[config.mk]
export PLATFORM = sky130hd
export DESIGN_NAME = frame_fill_responder_flat
export DESIGN_NICKNAME = d
export VERILOG_FILES = /design/src/rtl/frame_fill_responder_if.sv /design/src/rtl/frame_fill_responder.sv /design/src/flat_wrapper.sv
export SDC_FILE = /design/constraint.sdc
export NUM_CORES = 1
export LEC_CHECK = 0
export CAP_MARGIN = 20
export CORE_ASPECT_RATIO = 1.5
export CORE_MARGIN = 4
export CORE_UTILIZATION = 50
export DETAILED_ROUTE_END_ITERATION = 12
export GPL_TIMING_DRIVEN = 0
export PLACE_DENSITY = 0.7
export SYNTH_ARGS = -nofsm -noshare
export SYNTH_HDL_FRONTEND = slang
export SYNTH_SLANG_ARGS = --single-unit
[constraint.sdc]
create_clock -name clk_10M -period 3.25 [get_ports clk_10M]
set_clock_uncertainty 0.05 [all_clocks]
set_input_delay 0.325 -clock clk_10M [delete_from_list [all_inputs] [get_ports clk_10M]]
set_output_delay 0.325 -clock clk_10M [all_outputs]
set_load 0.005 [all_outputs]
[src/rtl/frame_fill_responder_if.sv]
// Bundle of the start/done four-phase handshakes, the pixel stream and
// the status outputs shared between the responder and its swap controller.
interface frame_fill_responder_if;
    logic       start;
    logic       start_ack;
    logic       done;
    logic       done_ack;
    logic       pattern_sel;
    logic [7:0] dout;
    logic       valid;
    logic       ready;
    logic [7:0] frame_count;
    logic       err;

    modport master (
        output start, done_ack, pattern_sel, ready,
        input  start_ack, done, dout, valid, frame_count, err
    );

    modport slave (
        input  start, done_ack, pattern_sel, ready,
        output start_ack, done, dout, valid, frame_count, err
    );
endinterface

[src/rtl/frame_fill_responder.sv]
// Streams one frame of N_PIXEL generated pixels per start handshake and
// reports completion with a done handshake; stalled handshakes time out.
module frame_fill_responder #(
    parameter int unsigned N_PIXEL = 480000,
    parameter int unsigned TIMEOUT = 1000000
) (
    input logic                   clk_10M,
    input logic                   reset,
    frame_fill_responder_if.slave bus
);

    typedef enum logic [2:0] {IDLE, ACK, FILL, DONE_REQ, DONE_REL} state_t;

    localparam logic [19:0] LAST_IDX = 20'(N_PIXEL - 1);
    localparam logic [23:0] TMO_LAST = 24'(TIMEOUT - 1);

    state_t      state_q;
    logic [19:0] idx_q;
    logic [23:0] tmo_q;
    logic        pat_q;
    logic        start_ack_q;
    logic        done_q;
    logic        valid_q;
    logic [7:0]  dout_q;
    logic [7:0]  frame_count_q;
    logic        err_q;

    logic [19:0] idx_d;
    logic [23:0] tmo_d;
    logic        tmo_hit;

    always_comb begin
        idx_d   = idx_q + 20'd1;
        tmo_d   = tmo_q + 24'd1;
        tmo_hit = (tmo_q == TMO_LAST);
    end

    always_ff @(posedge clk_10M) begin
        if (reset) begin
            state_q       <= IDLE;
            idx_q         <= '0;
            tmo_q         <= '0;
            pat_q         <= 1'b0;
            start_ack_q   <= 1'b0;
            done_q        <= 1'b0;
            valid_q       <= 1'b0;
            dout_q        <= '0;
            frame_count_q <= '0;
            err_q         <= 1'b0;
        end else begin
            case (state_q)
                IDLE: begin
                    start_ack_q <= 1'b0;
                    done_q      <= 1'b0;
                    valid_q     <= 1'b0;
                    tmo_q       <= '0;
                    if (bus.start) begin
                        state_q     <= ACK;
                        start_ack_q <= 1'b1;
                    end
                end
                ACK: begin
                    if (!bus.start) begin
                        // Pixel 0 of a ramp is 0 ^ frame_count, same as flat.
                        state_q     <= FILL;
                        start_ack_q <= 1'b0;
                        valid_q     <= 1'b1;
                        idx_q       <= '0;
                        pat_q       <= bus.pattern_sel;
                        dout_q      <= frame_count_q;
                        tmo_q       <= '0;
                    end else if (tmo_hit) begin
                        state_q     <= IDLE;
                        err_q       <= 1'b1;
                        start_ack_q <= 1'b0;
                        tmo_q       <= '0;
                    end else begin
                        tmo_q <= tmo_d;
                    end
                end
                FILL: begin
                    if (valid_q && bus.ready) begin
                        if (idx_q == LAST_IDX) begin
                            state_q <= DONE_REQ;
                            valid_q <= 1'b0;
                            done_q  <= 1'b1;
                            tmo_q   <= '0;
                        end else begin
                            idx_q  <= idx_d;
                            dout_q <= pat_q ? frame_count_q
                                            : (idx_d[7:0] ^ frame_count_q);
                        end
                    end
                end
                DONE_REQ: begin
                    if (bus.done_ack) begin
                        state_q <= DONE_REL;
                        done_q  <= 1'b0;
                        tmo_q   <= '0;
                    end else if (tmo_hit) begin
                        state_q <= IDLE;
                        err_q   <= 1'b1;
                        done_q  <= 1'b0;
                        tmo_q   <= '0;
                    end else begin
                        tmo_q <= tmo_d;
                    end
                end
                DONE_REL: begin
                    if (!bus.done_ack) begin
                        state_q       <= IDLE;
                        frame_count_q <= frame_count_q + 8'd1;
                        tmo_q         <= '0;
                    end else if (tmo_hit) begin
                        state_q <= IDLE;
                        err_q   <= 1'b1;
                        tmo_q   <= '0;
                    end else begin
                        tmo_q <= tmo_d;
                    end
                end
                default: begin
                    state_q     <= IDLE;
                    start_ack_q <= 1'b0;
                    done_q      <= 1'b0;
                    valid_q     <= 1'b0;
                    tmo_q       <= '0;
                end
            endcase
        end
    end

    assign bus.start_ack   = start_ack_q;
    assign bus.done        = done_q;
    assign bus.valid       = valid_q;
    assign bus.dout        = dout_q;
    assign bus.frame_count = frame_count_q;
    assign bus.err         = err_q;

endmodule

[src/flat_wrapper.sv]
// flat-port wrapper written by rule: the top's interface ports become plain ports
module frame_fill_responder_flat 
#(
    parameter int unsigned N_PIXEL = 480000,
    parameter int unsigned TIMEOUT = 1000000
)
  (clk_10M, reset, bus_start, bus_done_ack, bus_pattern_sel, bus_ready, bus_start_ack, bus_done, bus_dout, bus_valid, bus_frame_count, bus_err);
  frame_fill_responder_if bus_i ();
  input logic clk_10M;
  input logic reset;
  input wire logic [$bits(bus_i.start)-1:0] bus_start;
  input wire logic [$bits(bus_i.done_ack)-1:0] bus_done_ack;
  input wire logic [$bits(bus_i.pattern_sel)-1:0] bus_pattern_sel;
  input wire logic [$bits(bus_i.ready)-1:0] bus_ready;
  output wire logic [$bits(bus_i.start_ack)-1:0] bus_start_ack;
  output wire logic [$bits(bus_i.done)-1:0] bus_done;
  output wire logic [$bits(bus_i.dout)-1:0] bus_dout;
  output wire logic [$bits(bus_i.valid)-1:0] bus_valid;
  output wire logic [$bits(bus_i.frame_count)-1:0] bus_frame_count;
  output wire logic [$bits(bus_i.err)-1:0] bus_err;
  assign bus_i.start = bus_start;
  assign bus_i.done_ack = bus_done_ack;
  assign bus_i.pattern_sel = bus_pattern_sel;
  assign bus_i.ready = bus_ready;
  assign bus_start_ack = bus_i.start_ack;
  assign bus_done = bus_i.done;
  assign bus_dout = bus_i.dout;
  assign bus_valid = bus_i.valid;
  assign bus_frame_count = bus_i.frame_count;
  assign bus_err = bus_i.err;
  frame_fill_responder #(.N_PIXEL(N_PIXEL), .TIMEOUT(TIMEOUT)) u_core (.clk_10M(clk_10M), .reset(reset), .bus(bus_i));
endmodule
* Word level (Yosys, flattened, before mapping)
Index checks and enable logic that the tools add are counted.
** Cells by class
- Shift-type cells :: 0
- Equality and inequality tests :: 16
- Divide/modulo/power cells :: 0
- Reduce and logical (&&, ||, !) cells :: 16
- $add $sub $neg :: 3
- Mux-type cells :: 41
- Order comparisons :: 0
- Bitwise operators :: 6
- Multipliers :: 0
** Operator list (number)
- 24-bit 2-to-1 mux :: 6
- 24-bit one-hot mux with 4 select lines :: 1
- 20-bit 2-to-1 mux :: 3
- 20-bit one-hot mux with 2 select lines :: 1
- 8-bit 2-to-1 mux :: 4
- 24-bit by 1-bit adder with 24-bit output (second input constant) :: 1
- 24-bit by 20-bit == test with 1-bit output (second input constant) :: 1
- 3-bit 2-to-1 mux :: 7
- 20-bit by 1-bit adder with 20-bit output (second input constant) :: 1
- 20-bit by 19-bit == test with 1-bit output (second input constant) :: 1
- 8-bit one-hot mux with 2 select lines :: 1
- 4-bit AND reduction :: 4
- 3-bit one-hot mux with 5 select lines :: 1
- 1-bit 2-to-1 mux :: 13
- 2-bit inequality test (second input constant) :: 6
- 1-bit one-hot mux with 3 select lines :: 4
- 8-bit by 1-bit adder with 8-bit output (second input constant) :: 1
- 2-bit AND reduction :: 4
- 8-bit XOR :: 1
- 3-bit by 2-bit == test with 1-bit output (second input constant) :: 2
- 3-bit by 2-bit inequality test with 1-bit output (second input constant) :: 2
- 1-bit inverter :: 5
- 2-bit by 1-bit inequality test with 1-bit output (second input constant) :: 2
- 2-bit OR reduction :: 2
- other kinds (8) :: 8
** Word-level totals
- Output and inout bits :: 20
- Word-level logic and storage cells :: 92
- Memory bits (read-only) :: 0
- Latch bits :: 0
- Input bits :: 6
- Register bits :: 68
- Memories :: 0
- Bits in writable memories :: 0

* Depth between registers and ports, before layout
- Depth after elaboration :: 6
- Gate-level depth with buffers :: 8
- Gate-level depth less buffers :: 6

* Worst setup path after synthesis
Ideal clock, no wire load.
- Path type :: register to register
- Start :: register u_core.idx_q[8]
- End :: register u_core.tmo_q[10]
- Period minus slack after synthesis :: 2.571 ns
- Arrival time :: 2.455 ns
- Buffers on the path :: 1
- Stages on the path, launching flop included :: 7
- Library setup time :: 0.066 ns
- Slack :: 0.679 ns
- Required time :: 3.134 ns
- Cell sequence :: dfxtp_1 > or4b_1 > or4_4 > o31a_4 > buf_6 > or4_4 > a21oi_2
** Between the ends
- Cells in the longest elaborated chain, start to end :: 3
** Ends and longest elaborated chain
- start: declaration :: RTL line frame_fill_responder.sv:18 : logic [19:0] idx_q;
- start signal: assignment :: RTL line frame_fill_responder.sv:89 : idx_q <= idx_d;
- 20-bit by 19-bit == test with 1-bit output :: RTL line frame_fill_responder.sv:83 : if (idx_q == LAST_IDX) begin
- 2-bit by 1-bit inequality test with 1-bit output (no source line)
- 2-bit AND reduction (no source line)
- end signal: assignment :: RTL line frame_fill_responder.sv:78 : tmo_q <= tmo_d;
- end signal: assignment :: RTL line frame_fill_responder.sv:106 : tmo_q <= tmo_d;
- end signal: assignment :: RTL line frame_fill_responder.sv:119 : tmo_q <= tmo_d;
- end: declaration :: RTL line frame_fill_responder.sv:19 : logic [23:0] tmo_q;
Every way passes these cells.
A chain may end at the register's enable or synchronous reset.

* Final worst setup path
- Start :: register u_core.idx_q[8]
- End :: register u_core.tmo_q[8]
Same word-level chain as after synthesis.

==> results.md <==
* Global Route met2 Usage at 39.1%
* Critical Path AT at 3070 ps
* Drt via density at 6.26
* Synth Cell Area at 3600 um^2
* Min Tclk post-route at 2900 ps
* HP Start: u_core.bus.err
* CP startpoint: u_core.idx_q[8]
* GP Congestion at 0.923
* Post-route cell area at 4160 um^2
* Worst Hold Slack at 427 ps
* Post-synth cell types at 53
* Slowest cell on crit path: or4_4
* Final non-filler cell total at 565
* Crit path kind: reg2reg
* Fraction of layout cells with a size suffix above 1 at 5.95%
* Worst setup margin at 346 ps
* Total grt overflow at 0
* Overall Power at 1.71 mW
* Top_reg_cell synth: dfxtp_1
* Die ar. at 8660 um^2
* Critical path cell sequence: or4b_1 > or4_4 > o31a_4 > clkbuf_1 > clkbuf_1 > a211oi_1 > nor3_1
* Met1 Use GR at 27.4%
* Remaining DRCs at 0
* Min-Delay Path Class: reg2reg
* Total clock sinks at 68
* Pin count of the biggest net entering global routing at 13
* Detailed-route via count at 3539
* Crit Path Max Fanout at 10
* Violation count after the first detailed-route iteration at 186
* Placed Cells at 548
* Post-Syn Nets at 454
* Crit-path max cell delay at 560 ps
* Cell Area, Placed at 3950 um^2
* Avg WL per Cell at 16.9 um
* DP Worst Slack at 169 ps
* Post-Synthesis Cells at 445
* Final setup vio count at 0
* Period utilization at 89.4%
* MaxCap Viol Count at 0
* Slew @ Worst Pin at 994 ps
* CP endpoint kind: flip-flop
* Buffers and inverters on the worst path at 2
* Worst Path Required at 3410 ps
* Number of global-route vias before repair at 3416
* Run status: completed
* DRT Pass-1 Iters at 4
* First-pass GRT wire length at 16200 um
* PortBufs at 25
* Fmax achieved at 344 MHz
* Number of synthesized flops with an enable pin at 0
* Synth warn at 0
* Die X at 77.3 um
* DRT Wirelength at 9520 um
* Final Slew Violations at 0
* Synthesis-to-finish area growth at 15.5%
* Initial Util at 51.9%
* Chip Height at 112 um
* CTS clk-pin slew, worst paths at 80 ps
* CP most frequent cell: clkbuf_1
* Register area at 1360 um^2
* Hold Crit Depth at 2
* RSZ-0062 raised after global routing: false
* Fin Setup TNS at 0 ps
* CTS tree: yes
* Maximum root-to-sink buffer count at 2
* Clock latency on the worst-skew pair at 350 ps
* Antenna viol nets, final at 0
* CTS root buffer: clkbuf_8
* Critical Path Start Type: flip-flop
* Core Region at 6940 um^2
* Final HPWL DP at 6860 um
* Synth Area per Inst at 8.10 um^2
* Power per cell area at 410 nW/um^2
* Register area share after synthesis at 37.8%
* Footprint of the multi-input gates at 2100 um^2
* GR peak layer: met2
* Most frequent cells in the layout: dfxtp_1, a21oi_1, nand2_1
* IO Pins at 26
* Count of inserted antenna diode cells at 0
* Tot GR Track Use at 22.9%
* Asr flop ratio synth at 0%
* TritonCTS Buffers at 9
* Static Leakage at 1.30 nW
* Setup repair bufs after CTS at 0
* Most common cell after layout, fill and taps aside: dfxtp_1
* Row count at 37
* Nets at 491
* Final core area utilization at 59.9%
* Rel. slew slack at 32.8%
* Hold Vio Cnt, Final at 0
* CP Depth at 7
* Initial antenna violation count at 0
* FF-to-FF Start: u_core.idx_q[8]
* Worst path top cell family by delay: simple AND/OR/NAND/NOR gates
* Max VDD drop at 0.255 mV
* Synthesized flop and latch total at 68
* Fill cell count at 654
* Met3 GRT Util at 4.37%
* Htree depth at 3
* Reg2reg path depth at 7
==> sequential cells by signal (all words and copies together) (netlist names) <==
name                    count
u_core.bus.valid            1
u_core.bus.err              1
u_core.idx_q               20
u_core.bus.frame_count      8
u_core.tmo_q               24
u_core.pat_q                1
u_core.bus.dout             8
u_core.bus.done             1
u_core.state_q              3
u_core.bus.start_ack        1
==> repair_timing <==
item	CTS	global route
gates resized for setup	0	1
setup endpoints to repair	0	20
hold buffers	0	0
==> cell type report <==
| type | instances | share of cell area (%) |
|---|---|---|
| Buffer | 24 | 2.41 |
| Clock buffer | 10 | 3.31 |
| Clock inverter | 6 | 1.50 |
| Inverter | 12 | 1.08 |
| Multi-Input combinational cell | 341 | 50.5 |
| Sequential cell | 68 | 32.7 |
| Tap cell | 78 | 2.35 |
| Timing Repair Buffer | 26 | 6.13 |
==> cell usage after synthesis, types with 2 or more instances <==
cell       instances  share of area [%]
or3_1             16                2.8
mux2i_1            5                1.4
xor2_1            11                2.7
o21a_1             3               0.62
o31ai_1           19                4.0
a211oi_1           5                1.0
inv_1             12                1.2
nand2_1           39                4.1
buf_2              2               0.28
nand2b_1           4               0.69
or4_4              2               0.62
nand4_1           15                2.6
o21ai_0           28                3.9
ha_1               3                1.0
a2111o_1           4                1.2
o211ai_1           2               0.42
dfxtp_1           68                 38
o2111ai_1          4               0.97
or2_2              2               0.35
nor2_1            27                2.8
and3_1             5               0.87
xnor2_1            8                1.9
a31oi_1            2               0.35
nor3_1            17                2.4
or4_1             14                2.9
clkbuf_1          20                2.1
and2_1             3               0.52
nor4bb_1           2               0.56
nor4_1             3               0.52
nand3_1           21                2.9
a311oi_1           5                1.2
and4_1             5                1.2
nor4b_1            3               0.73
a21oi_1           47                6.5
==> worst register-to-register path: stages, from the launching register on <==
cell and delay, ps:
dfxtp_1 360, or4b_1 540, or4_4 560, o31a_4 350, clkbuf_1 260, clkbuf_1 300, a211oi_1 280, nor3_1 70
==> path summary, 6_finish.rpt <==
check                          to  slack (ps)
setup / recovery  u_core.tmo_q[8]         350
hold / removal     u_core.bus.err         430
setup reg to reg  u_core.tmo_q[8]         350
hold reg to reg    u_core.bus.err         430
==> power breakdown <==
group	total (mW)	internal [mW]	switching [mW]	leakage, nW
Clock	0.717	0.375	0.342	0.106
Combinational	0.133	0.0500	0.0826	0.644
Sequential	0.856	0.845	0.0108	0.549
==> routing by layer <==
metal | vias to the layer above | wire, um
met5 | - | 0
met1 | 1701 | 4060
met4 | 0 | 244
li1 | 1746 | -
met2 | 73 | 4910
met3 | 19 | 310
==> cell families after synthesis <==
kind of cell / after synthesis / share of synthesized area (%)
adders and majority gates: 3 / 1.04
muxes: 5 / 1.39
DFF: 68 / 37.8
and+or+nand+nor: 185 / 28.3
buffers and inverters: 36 / 4.03
xor gates and xnor gates: 19 / 4.62
AOI/OAI and AO/OA: 129 / 22.8
Power figures use the tool's default switching activity.
==> edit (config.mk and constraints unchanged) <==
Re-encode `state_t` (5 states) as one-hot, 5 bits wide.
--- a/src/rtl/frame_fill_responder.sv
+++ b/src/rtl/frame_fill_responder.sv
@@ -10,5 +10,5 @@
 );
 
-    typedef enum logic [2:0] {IDLE, ACK, FILL, DONE_REQ, DONE_REL} state_t;
+    typedef enum logic [4:0] {IDLE = 5'b00001, ACK = 5'b00010, FILL = 5'b00100, DONE_REQ = 5'b01000, DONE_REL = 5'b10000} state_t;
 
     localparam logic [19:0] LAST_IDX = 20'(N_PIXEL - 1);
Behaviour: same outputs for any inputs over 4 cycles, from zero or initial values and one cycle with reset high; so few cycles prove little.
==> edit against the original RTL <==
Global-route usage increased by 0.77 points; die area grew 3.0%; first-iteration DRC count shrank 9.1%; critical endpoint is now u_core.bus.done$_SDFFE_PP0P_; design area rose by 3.7%; sequential cell count increased by 2; synthesized cell count increased by 4.7%; total power down 2.2%; hold slack lost 0.0056 ns; critical path type unchanged; setup slack lost 0.14 ns; largest power group unchanged; routed wire length is 5.8% higher; synthesized area is 3.3% higher.
==> edit: results (changes against the original RTL) <==
outcome=complete, no violations (unchanged); RD Place Congestion=0.884 (was 0.923); P_sw=0.000381 W (was 0.000435 W); input/output buffers=25 (unchanged); crit-path max cell delay=0.54 ns (was 0.56 ns); Critical Path Fanout Max=10 (unchanged); Post-DRT Antenna Nets=0 (unchanged); ANT cells=0 (unchanged); drt first pass iters=4 (unchanged); dpl hpwl=7.23 mm (was 6.86 mm); CTS Buf Count=9 (unchanged); worst rel slew slack=0.433 (was 0.328); Post-DP Area=0.00410 mm2 (was 0.00395 mm2); Overall Global Routing Usage=0.237 (was 0.229); largest cells by area after synthesis=dfxtp_1 (38%), a21oi_1 (7.1%), nand2_1 (4.0%), o21ai_0 (4.0%), or3_1 (4.0%) (was dfxtp_1 (38%), a21oi_1 (6.5%), nand2_1 (4.1%), o31ai_1 (4.0%), o21ai_0 (3.9%)); DR DRC count=0 (unchanged); WHS=0.422 ns (was 0.427 ns); global-route wire length before repair=16.9 mm (was 16.2 mm); initial drt markers=169 (was 186); Ys Warns=0 (unchanged); leakage power=1.31 nW (was 1.30 nW); CTS H-tree depth=3 (unchanged); HP Class=register to register (unchanged); clock buffer depth=2 (unchanged); synth unique cells=54 (was 53); WL/cell=16.5 um (was 16.9 um); biggest regs=u_core.tmo_q: 24 flops, u_core.idx_q: 20 flops (unchanged); Worst-path clk slew=~0.070 ns; worst skew pair latency=0.35 ns (about the same); layout cells sized above 1=0.0550 (was 0.0595); crit path DAT=3.21 ns (was 3.07 ns); syn_nets=475 (was 454); antenna violations before repair=0 (unchanged); CP max-delay cell=or4_1 (was or4_4); largest net degree at the start of global routing=12 (was 13); post-DR vias/cell=6.11 (was 6.26); vias in the first global route=3624 (was 3416); top post-synthesis cells by count=dfxtp_1 (70), a21oi_1 (53), nand2_1 (40) (was dfxtp_1 (68), a21oi_1 (47), nand2_1 (39)); sequential fraction of the synthesis area=0.377 (was 0.378); VDD IR max=280 uV (was 255 uV); fin nets=513 (was 491); share of flip-flops with an asynchronous set or reset=0 (unchanged)
edit: changes by cell type in the layout (fill, tap and decap cells not counted), sizes merged, moves of 5 or more:
cell   before  now
xor2       11    6
or3        16   24
or4        16   10
nand3      21   26
a21oi      48   53
edit: worst max-delay path: cells and delay by family, from the launching register on:
kind	cells	cell delay [ns]
buf+inv	4	0.70
simple gates	1	0.54
flops	1	0.48
compound gates	3	0.81
fa+ha+maj	1	0.33
edit: routing by layer:
metal	routed length, um	global-route usage	vias up
met3	358	0.0403	19
met5	0	0	-
met2	5320	0.442	93
met4	210	0.110	0
li1	-	-	1836
met1	4180	0.257	1770
edit: per-stage QoR:
| step | cells | setup slack (ns) |
|---|---|---|
| final | 609 | 0.202 |
| after global routing | 609 | 0.0322 |
| after CTS | 607 | 0.100 |
| after detailed placement | 591 | 0.129 |
| after global placement | 591 | 0.142 |
| after floorplan | 466 | 0.671 |
edit: kinds of logic after synthesis:
| family | Yosys count | share of synthesized area |
|---|---|---|
| AND/OR/NAND/NOR | 197 | 0.291 |
| AO/OA/AOI/OAI | 134 | 0.222 |
| adder cells (fa/ha/maj) | 3 | 0.0101 |
| buffers and inverters | 37 | 0.0390 |
| XOR/XNOR | 18 | 0.0424 |
| flip-flops | 70 | 0.377 |
| multiplexers | 7 | 0.0188 |
edit: worst paths after layout:
check | from | endpoint | slack (ns) | depth (start not counted)
setup / recovery | u_core.idx_q[0]$_SDFFE_PP0P_ | u_core.bus.done$_SDFFE_PP0P_ | 0.20 | 9
hold / removal | u_core.bus.err$_SDFFE_PP0P_ | u_core.bus.err$_SDFFE_PP0P_ | 0.42 | 2
setup reg to reg | u_core.idx_q[0]$_SDFFE_PP0P_ | u_core.bus.done$_SDFFE_PP0P_ | 0.20 | 9
hold reg to reg | u_core.bus.err$_SDFFE_PP0P_ | u_core.bus.err$_SDFFE_PP0P_ | 0.42 | 2
edit: cell type report:
class                   count  area (um2)
fillers                   683        2910
multi-input cells         359        2180
flip-flops and latches     70        1400
repair buffers             27         265
clock buffers              12         155
well taps                 100         125
plain buffers              27         108
clock inverters             4        45.0
inverters                  10        37.5
edit: power groups by stage:
stage | sequential (W) | clock (W) | combinational (W)
after floorplan | 0.000890 | 0 | 0.0000427
after global placement | 0.000891 | 0 | 0.0000712
after detailed placement | 0.000891 | 0 | 0.0000723
after CTS | 0.000871 | 0.000736 | 0.0000727
after global routing | 0.000873 | 0.000768 | 0.0000815
final | 0.000872 | 0.000722 | 0.0000733
edit: what timing repair did:
action                                  in CTS  in global routing
endpoints found under the setup margin       0                 30
setup buffers                                0                  2
gates resized for setup                      0                  1
hold endpoints to repair                     0                  0
